==> src/rtl/instr_fetch_seq.sv <==
// Multicycle instruction-fetch sequencer: owns the PC, reads imem, hands words to decode.
// Optional INSTR_FETCH_PERF_EN adds a saturating fetch_count of completed transfers.
module instr_fetch_seq #(
  parameter int unsigned PC_W    = 6,
  parameter int unsigned INSTR_W = 16
) (
  input  logic               clk,
  input  logic               rst_n,
  output logic [PC_W-1:0]    imem_addr,
  output logic               imem_rd_en,
  input  logic [INSTR_W-1:0] imem_rdata,
  output logic [INSTR_W-1:0] instr,
  output logic [PC_W-1:0]    instr_pc,
  output logic               instr_valid,
  input  logic               instr_ready,
  input  logic               redirect_valid,
  input  logic [PC_W-1:0]    redirect_pc,
  input  logic               halt,
  output logic [PC_W-1:0]    pc
`ifdef INSTR_FETCH_PERF_EN
  ,
  output logic [15:0]        fetch_count
`endif
);

  typedef enum logic [2:0] {
    S_IDLE,
    S_FETCH,
    S_WAIT,
    S_HOLD,
    S_HALTED
  } state_t;

  state_t             state_q;
  state_t             state_d;
  logic [PC_W-1:0]    pc_d;
  logic [PC_W-1:0]    instr_pc_d;
  logic [INSTR_W-1:0] instr_d;

  // Next-state and datapath update; a redirect overrides everything, including halt.
  always_comb begin
    state_d    = state_q;
    pc_d       = pc;
    instr_d    = instr;
    instr_pc_d = instr_pc;
    if (redirect_valid) begin
      state_d = S_FETCH;
      pc_d    = redirect_pc;
    end else begin
      case (state_q)
        S_IDLE:   state_d = S_FETCH;
        S_FETCH:  state_d = S_WAIT;
        S_WAIT: begin
          instr_d    = imem_rdata;
          instr_pc_d = pc;
          pc_d       = pc + PC_W'(1);
          state_d    = S_HOLD;
        end
        S_HOLD: begin
          if (instr_ready) state_d = halt ? S_HALTED : S_FETCH;
        end
        S_HALTED: state_d = S_HALTED;
        default:  state_d = S_IDLE;
      endcase
    end
  end

  always_ff @(posedge clk or negedge rst_n) begin
    if (!rst_n) begin
      state_q     <= S_IDLE;
      pc          <= '0;
      instr       <= '0;
      instr_pc    <= '0;
      instr_valid <= 1'b0;
    end else begin
      state_q     <= state_d;
      pc          <= pc_d;
      instr       <= instr_d;
      instr_pc    <= instr_pc_d;
      instr_valid <= (state_d == S_HOLD);
    end
  end

  assign imem_addr  = pc;
  assign imem_rd_en = (state_q == S_FETCH);

`ifdef INSTR_FETCH_PERF_EN
  // A HOLD-cycle handshake completes even when a redirect lands in the same cycle.
  logic xfer;
  assign xfer = (state_q == S_HOLD) && instr_ready;

  always_ff @(posedge clk or negedge rst_n) begin
    if (!rst_n) begin
      fetch_count <= '0;
    end else if (xfer && (fetch_count != 16'hFFFF)) begin
      fetch_count <= fetch_count + 16'd1;
    end
  end
`endif

endmodule

==> config.mk <==
export PLATFORM = sky130hd
export DESIGN_NAME = instr_fetch_seq
export DESIGN_NICKNAME = d
export VERILOG_FILES = /design/src/rtl/instr_fetch_seq.sv
export SDC_FILE = /design/constraint.sdc
export NUM_CORES = 1
export LEC_CHECK = 0
export ABC_AREA = 1
export CORE_MARGIN = 8
export CORE_UTILIZATION = 45
export DETAILED_ROUTE_END_ITERATION = 8
export GPL_TIMING_DRIVEN = 0
export PLACE_DENSITY = 0.84
export SYNTH_ARGS = -nofsm -noshare
export SYNTH_HDL_FRONTEND = slang
export SYNTH_SLANG_ARGS = --single-unit
==> constraint.sdc <==
create_clock -name clk -period 3.2 [get_ports clk]
set_input_delay 0.64 -clock clk [delete_from_list [all_inputs] [get_ports clk]]
set_output_delay 0.64 -clock clk [all_outputs]
set_load 0.01 [all_outputs]
==> results_dict.tcl, run 1 <==
set metrics [dict create \
    status "complete, no violations" \
    worstReg2RegStart "imem_addr[1]$_DFFE_PN0P_" \
    syn_to_final_growth_pct 48.0 \
    dp_cell_count 279 \
    critical_path.startpoint_type "flip-flop" \
    num_rows 20 \
    postCtsResizedCells 0 \
    htree_levels 2 \
    report.final.setup_viol 0 \
    antenna_fix_cells 0 \
    grt_start_max_net_pins 33 \
    least_margin_pin_slew_ns 0.711 \
    maxSlewHeadroom_pct 52.6 \
    grt_first_pass_wirelength_mm 5.88 \
    syn-mean-instance-area_um2 8.47 \
    totalWireLength_mm 3.73 \
    post_synthesis_cell_area_mm2 0.00147 \
    synth-seq-area-share_pct 54.3 \
    min-delay-path-class "in -> async" \
    cts.sinks 32 \
    gr-usage-all-layers_pct 14.2 \
    finalHoldWorstSlack_ns 0.347 \
    clock_pin_transition_on_the_worst_setup_and_hold_timing_paths_ns 0.10 \
    start_util_pct 47.9 \
    grt_remaining_overflow 0 \
    final.setup.tns_ns 0 \
    clock_insertion_delay_worst_skew_ns 0.34 \
    via_per_inst 4.81 \
    worstReg2RegEnd "imem_addr[4]$_DFFE_PN0P_" \
    cp.arrival_ns 1.57 \
    final_net_count 270 \
    first_global_vias 1295 \
    power.density_mw_per_mm2 620 \
    ctsLongestPathBuffers 2 \
    die_area_mm2 0.00536 \
    routabilityCongestion 0.842 \
    worst_r2r_path_depth 6 \
    core-area_mm2 0.00308 \
    synthesis.nets 202 \
    floorplan.io_pins 63 \
    timing.critical_path.slowest_cell_delay_ns 0.54 \
    finalWorstPathRequiredPeriod_ns 2.21 \
    drtIter0Drc 80 \
    worstSetupPathType "reg -> out" \
    final.setup_skew_ns 0.00518 \
    synth_warnings 0 \
    setup.worst_path.end_class "primary output" \
    worstPathMaxFanout 3 \
    rrSetupSlack_ns 1.92 \
    post_cts_setup_repair_bufs 0 \
    synth_cell_types 21 \
    detailed_place_hpwl_mm 2.77 \
    die_height_um 73.2 \
    cts_tree "built" \
    total_clock_buffers_created_by_cts 5 \
    die_width_um 73.2 \
    dr_total_vias 1377 \
    grt_antenna_before_repair 0 \
    final_layout_size_suffix_gt1_share_pct 9.50 \
    final_min_period_over_clock_period_pct 69.1 \
    io_buffer_count 61 \
    rsz0062_at_grt "no" \
    crit_path_cell_trace "inv_1, nand2_1, nor2_1, clkdlybuf4s50_1" \
    finish.cell_count_without_fillers 286 \
    first_pass_iters 4 \
    drt-wirelength-per-cell_um 13.0 \
    cts.hold.buffers_added 0 \
    timing.final.hold_violations 0 \
    postSynthRegisterBits 32 \
    root_buffer "sky130_fd_sc_hd__clkbuf_4" \
    fmaxAchievable_mhz 452 \
    max-vdd-ir-drop_uv 376 \
    route.antenna.remaining_nets 0 \
    cp.required_ns 2.56 \
    cp_slowest_cell "sky130_fd_sc_hd__clkdlybuf4s50_1" \
    drc_errors 0 \
    total_leakage_power_uw 0.00102 \
    synthesis.instances 174 \
    final_max_slew_viol_count 0 \
    drv.max_cap_violation_count 0 \
]
[synthesized netlist by cell type]
cell type | instances | share of area [%]
sky130_fd_sc_hd__nor2_1 | 8 | 2.0
sky130_fd_sc_hd__o211ai_1 | 1 | 0.51
sky130_fd_sc_hd__ha_1 | 1 | 0.85
sky130_fd_sc_hd__o21a_1 | 1 | 0.51
sky130_fd_sc_hd__clkbuf_1 | 4 | 1.0
sky130_fd_sc_hd__a21oi_1 | 2 | 0.68
sky130_fd_sc_hd__nand4_1 | 1 | 0.42
sky130_fd_sc_hd__buf_2 | 1 | 0.34
sky130_fd_sc_hd__buf_6 | 2 | 1.5
sky130_fd_sc_hd__dfrtp_1 | 32 | 54
sky130_fd_sc_hd__nand2_1 | 61 | 16
sky130_fd_sc_hd__xor2_1 | 1 | 0.59
sky130_fd_sc_hd__nand3_4 | 1 | 1.2
sky130_fd_sc_hd__or2_2 | 1 | 0.42
sky130_fd_sc_hd__o21ai_0 | 24 | 8.1
sky130_fd_sc_hd__nand3_1 | 12 | 4.1
sky130_fd_sc_hd__nor3_1 | 2 | 0.68
sky130_fd_sc_hd__inv_2 | 3 | 0.76
sky130_fd_sc_hd__nor2_4 | 1 | 0.76
sky130_fd_sc_hd__inv_1 | 8 | 2.0
sky130_fd_sc_hd__buf_4 | 7 | 3.6
[cell usage in the layout, fill, tap and decap left out]
master and n:
sky130_fd_sc_hd__clkdlybuf4s50_1 60, sky130_fd_sc_hd__nor2_1 8, sky130_fd_sc_hd__ha_1 1, sky130_fd_sc_hd__buf_4 7
sky130_fd_sc_hd__o211ai_1 1, sky130_fd_sc_hd__inv_2 3, sky130_fd_sc_hd__nand4_1 1, sky130_fd_sc_hd__nand3_4 1
sky130_fd_sc_hd__clkinv_2 1, sky130_fd_sc_hd__nand3_1 12, sky130_fd_sc_hd__clkbuf_1 5, sky130_fd_sc_hd__nor3_1 2
sky130_fd_sc_hd__clkbuf_4 5, sky130_fd_sc_hd__buf_6 2, sky130_fd_sc_hd__dfrtp_1 32, sky130_fd_sc_hd__buf_2 2
sky130_fd_sc_hd__xor2_1 1, sky130_fd_sc_hd__nand2_1 61, sky130_fd_sc_hd__or2_2 1, sky130_fd_sc_hd__nor2_4 1
sky130_fd_sc_hd__a21oi_1 2, sky130_fd_sc_hd__o21a_1 1, sky130_fd_sc_hd__inv_1 8, sky130_fd_sc_hd__o21ai_0 24
[power by group]
group / leakage [µW] / internal [µW] / switching, µW
Combinational: 0.000597 / 313 / 227
Sequential: 0.000396 / 524 / 72.5
Clock: 0.0000281 / 80.8 / 134
[metrics by stage]
stage          util (%)  total power (µW)  setup slack [ns]  cell area, µm²
2_1_floorplan         -               807              1.85            1470
3_3_place_gp       69.5              1140             0.844            2140
3_5_place_dp       69.3              1160              1.35            2130
4_1_cts            70.9              1370             0.965            2180
5_1_grt            70.9              1440             0.912            2180
6_report           70.9              1350             0.990            2180
[flip-flops by register name, indices dropped and copies added, names as in the netlist]
register     flops
imem_addr        6
instr           16
instr_valid      1
state_q          3
instr_pc         6
[critical path: cells and delay by family, from the launching register on]
family,cells,cell delay [ns]
simple gates,2,0.16
flops,1,0.43
buf+inv,2,0.65
[routing by layer]
metal	up-vias	share of wire (%)	track usage (%)
li1	689	-	-
met1	636	42	15.1
met2	46	45	23.4
met3	6	12	7.69
met4	0	1.2	4.67
met5	-	0	0
[worst max path at each step]
stage | from | endpoint | slack (ns) | cells past startpoint
finish | state_q[1]$_DFF_PN0_ | imem_rd_en | 0.99 | 4
global route | state_q[1]$_DFF_PN0_ | imem_rd_en | 0.91 | 4
CTS | state_q[1]$_DFF_PN0_ | imem_rd_en | 0.96 | 4
detailed placement | state_q[1]$_DFF_PN0_ | imem_rd_en | 1.35 | 4
global placement | rst_n | instr[15]$_DFFE_PN0P_ | 0.84 | 1
floorplan | state_q[1]$_DFF_PN0_ | imem_rd_en | 1.85 | 3
[cell families (layout without fill, tap and decap cells)]
group | count (synthesis) | count (layout) | synth area share (%)
AO/OA/AOI/OAI | 28 | 28 | 9.85
XOR/XNOR | 1 | 1 | 0.594
adder cells (fa/ha/maj) | 1 | 1 | 0.849
buffers and inverters | 25 | 93 | 9.25
flip-flops | 32 | 32 | 54.3
AND/OR/NAND/NOR | 87 | 87 | 25.1
[area by class of cell]
| type | count | area (µm²) |
|---|---|---|
| clock buffers | 6 | 41.3 |
| repair buffers | 61 | 606 |
| multi-input cells | 117 | 537 |
| fillers | 257 | 897 |
| clock inverters | 1 | 5.00 |
| inverters | 11 | 41.3 |
| plain buffers | 14 | 95.1 |
| well taps | 44 | 55.1 |
| flip-flops and latches | 32 | 801 |
(Power assumes the default switching activity.)
==> inputs of run 2 (changes only) <==
CORE_UTILIZATION = 42   (was 45)
PLACE_DENSITY = 0.79   (was 0.84)
clock period = 2.2 ns   (was 3.2 ns; I/O delays follow)
==> run 2 against run 1 <==
- setup slack got worse by 0.79 ns
- critical path depth unchanged
- final area increased by 1.5%
- count of clock-buffer cells in the layout unchanged
- worst hold slack got worse by 0.20 ns
- non-clock buffer count unchanged
- largest power group unchanged
==> results_dict.tcl, run 2 (synthesis results as in run 1) <==
set metrics [dict create \
    rsz0062_at_grt "no" \
    final_max_slew_viol_count 0 \
    grt_antenna_before_repair 0 \
    post_cts_setup_repair_bufs 0 \
    via_per_inst 4.70 \
    routabilityCongestion 0.785 \
    route.antenna.remaining_nets 0 \
    timing.final.hold_violations 0 \
    max-vdd-ir-drop_uv 487 \
    clock_pin_transition_on_the_worst_setup_and_hold_timing_paths_ns 0.10 \
    cp.required_ns 1.76 \
    die_width_um 75.2 \
    cp_num_cells 4 \
    layout_commonest_cell "sky130_fd_sc_hd__nand2_1" \
    final.setup.tns_ns 0 \
    mostFrequentLayoutCells "sky130_fd_sc_hd__nand2_1, sky130_fd_sc_hd__clkdlybuf4s50_1, sky130_fd_sc_hd__dfrtp_1" \
    report.final.setup_viol 0 \
    htree_levels 2 \
    total_leakage_power_uw 0.00104 \
    dr_total_vias 1359 \
    crit_path_cell_trace "inv_1, nand2_1, nor2_1, clkdlybuf4s50_1" \
    status "complete, no violations" \
    worstPathMaxFanout 3 \
    grt_remaining_overflow 0 \
    cp_slowest_cell "sky130_fd_sc_hd__clkdlybuf4s50_1" \
    cts.hold.buffers_added 0 \
    cts_tree "built" \
    final_layout_size_suffix_gt1_share_pct 9.88 \
    least_margin_pin_slew_ns 0.713 \
    drtIter0Drc 72 \
    ctsLongestPathBuffers 2 \
    setup.worst_path.end_class "primary output" \
    grt_start_max_net_pins 33 \
    largest_reg_flops 16 \
    critical_path.startpoint_type "flip-flop" \
    antenna_fix_cells 0 \
    cp.arrival_ns 1.56 \
    core-area_mm2 0.00336 \
    final_min_period_over_clock_period_pct 91.1 \
    root_buffer "sky130_fd_sc_hd__clkbuf_4" \
    final_net_count 270 \
    gr-usage-all-layers_pct 12.9 \
    drc_errors 0 \
    cts.sinks 32 \
    io_buffer_count 61 \
    first_pass_iters 4 \
    finish.cell_count_without_fillers 289 \
    finalWorstPathRequiredPeriod_ns 2.00 \
    min-delay-path-class "in -> async" \
    worstSetupPathType "reg -> out" \
    final.setup_skew_ns 0.0120 \
    worst_r2r_path_depth 6 \
    layout.filler_cells 318 \
    cp_num_buf_inv 2 \
    postPlaceCellArea_mm2 0.00214 \
    first_global_vias 1234 \
    detailed_place_hpwl_mm 2.79 \
    drv.max_cap_violation_count 0 \
    power.density_mw_per_mm2 940 \
    critical_path.top_delay_family "buffers and inverters" \
    drt-wirelength-per-cell_um 12.5 \
    total_clock_buffers_created_by_cts 5 \
    grt_first_pass_wirelength_mm 5.55 \
    start_util_pct 43.8 \
    clock_insertion_delay_worst_skew_ns 0.33 \
    fmaxAchievable_mhz 499 \
    floorplan.io_pins 63 \
    design_area_mm2 0.00221 \
    die_area_mm2 0.00566 \
    timing.critical_path.slowest_cell_delay_ns 0.54 \
    regMostFlops "instr" \
    die_height_um 75.2 \
    maxSlewHeadroom_pct 52.5 \
    totalWireLength_mm 3.62 \
    postCtsResizedCells 0 \
    dp_cell_count 281 \
    syn_to_final_growth_pct 50.2 \
    num_rows 21 \
]
run 2: cell count changes in the layout (fill, tap and decap cells not counted):
cell / previous run / this run
sky130_fd_sc_hd__bufinv_16: 0 / 1
run 2: worst reg2reg max path: stages (launching register included):
cell                      delay, ns
sky130_fd_sc_hd__dfrtp_1       0.48
sky130_fd_sc_hd__ha_1          0.23
sky130_fd_sc_hd__nand3_1       0.10
sky130_fd_sc_hd__nand2_1       0.08
sky130_fd_sc_hd__inv_1         0.04
sky130_fd_sc_hd__o21ai_0       0.14
sky130_fd_sc_hd__nand3_1       0.08
run 2: path summary, 6_finish.rpt:
| path | startpoint | end | slack [ns] |
|---|---|---|---|
| max in group asynchronous | rst_n | instr[11]$_DFFE_PN0P_ | 1.58 |
| min reg2reg | instr[13]$_DFFE_PN0P_ | instr[13]$_DFFE_PN0P_ | 0.50 |
| min | rst_n | instr_pc[0]$_DFFE_PN0P_ | 0.15 |
| min in group clk | redirect_valid | instr[0]$_DFFE_PN0P_ | 0.45 |
| max | state_q[1]$_DFF_PN0_ | imem_rd_en | 0.20 |
| max reg2reg | imem_addr[1]$_DFFE_PN0P_ | imem_addr[4]$_DFFE_PN0P_ | 0.95 |
run 2: layout make-up:
| cell class | instances | area, µm² | share of cell area, % |
|---|---|---|---|
| clock inverters | 2 | 35.0 | 1.58 |
| plain buffers | 14 | 95.1 | 4.30 |
| well taps | 46 | 57.6 | 2.60 |
| clock buffers | 6 | 41.3 | 1.87 |
| inverters | 11 | 41.3 | 1.87 |
| multi-input cells | 117 | 537 | 24.3 |
| repair buffers | 61 | 606 | 27.4 |
| flip-flops and latches | 32 | 801 | 36.2 |
run 2: through the flow:
step | setup slack, ns | utilization [%] | total power, µW | hold WS [ns]
floorplan | 1.02 | - | 1170 | 0.144
global placement | 0.0795 | 63.7 | 1660 | 0.475
detailed placement | 0.540 | 63.5 | 1680 | 0.486
CTS | 0.175 | 65.8 | 2120 | 0.158
global route | 0.119 | 65.8 | 2220 | 0.199
finish | 0.197 | 65.8 | 2080 | 0.151
run 2: layer usage:
metal | vias up | wire, µm | GRT usage, %
met3 | 4 | 369 | 5.86
met2 | 47 | 1720 | 20.2
met5 | - | 0 | 0
li1 | 686 | - | -
met4 | 0 | 36 | 5.76
met1 | 622 | 1500 | 14.8
run 2: where the power goes:
group	total, µW	leakage [µW]	switching (µW)	internal [µW]
clock network	432	0.0000422	194	238
registers	866	0.000396	105	761
logic	783	0.000597	327	456
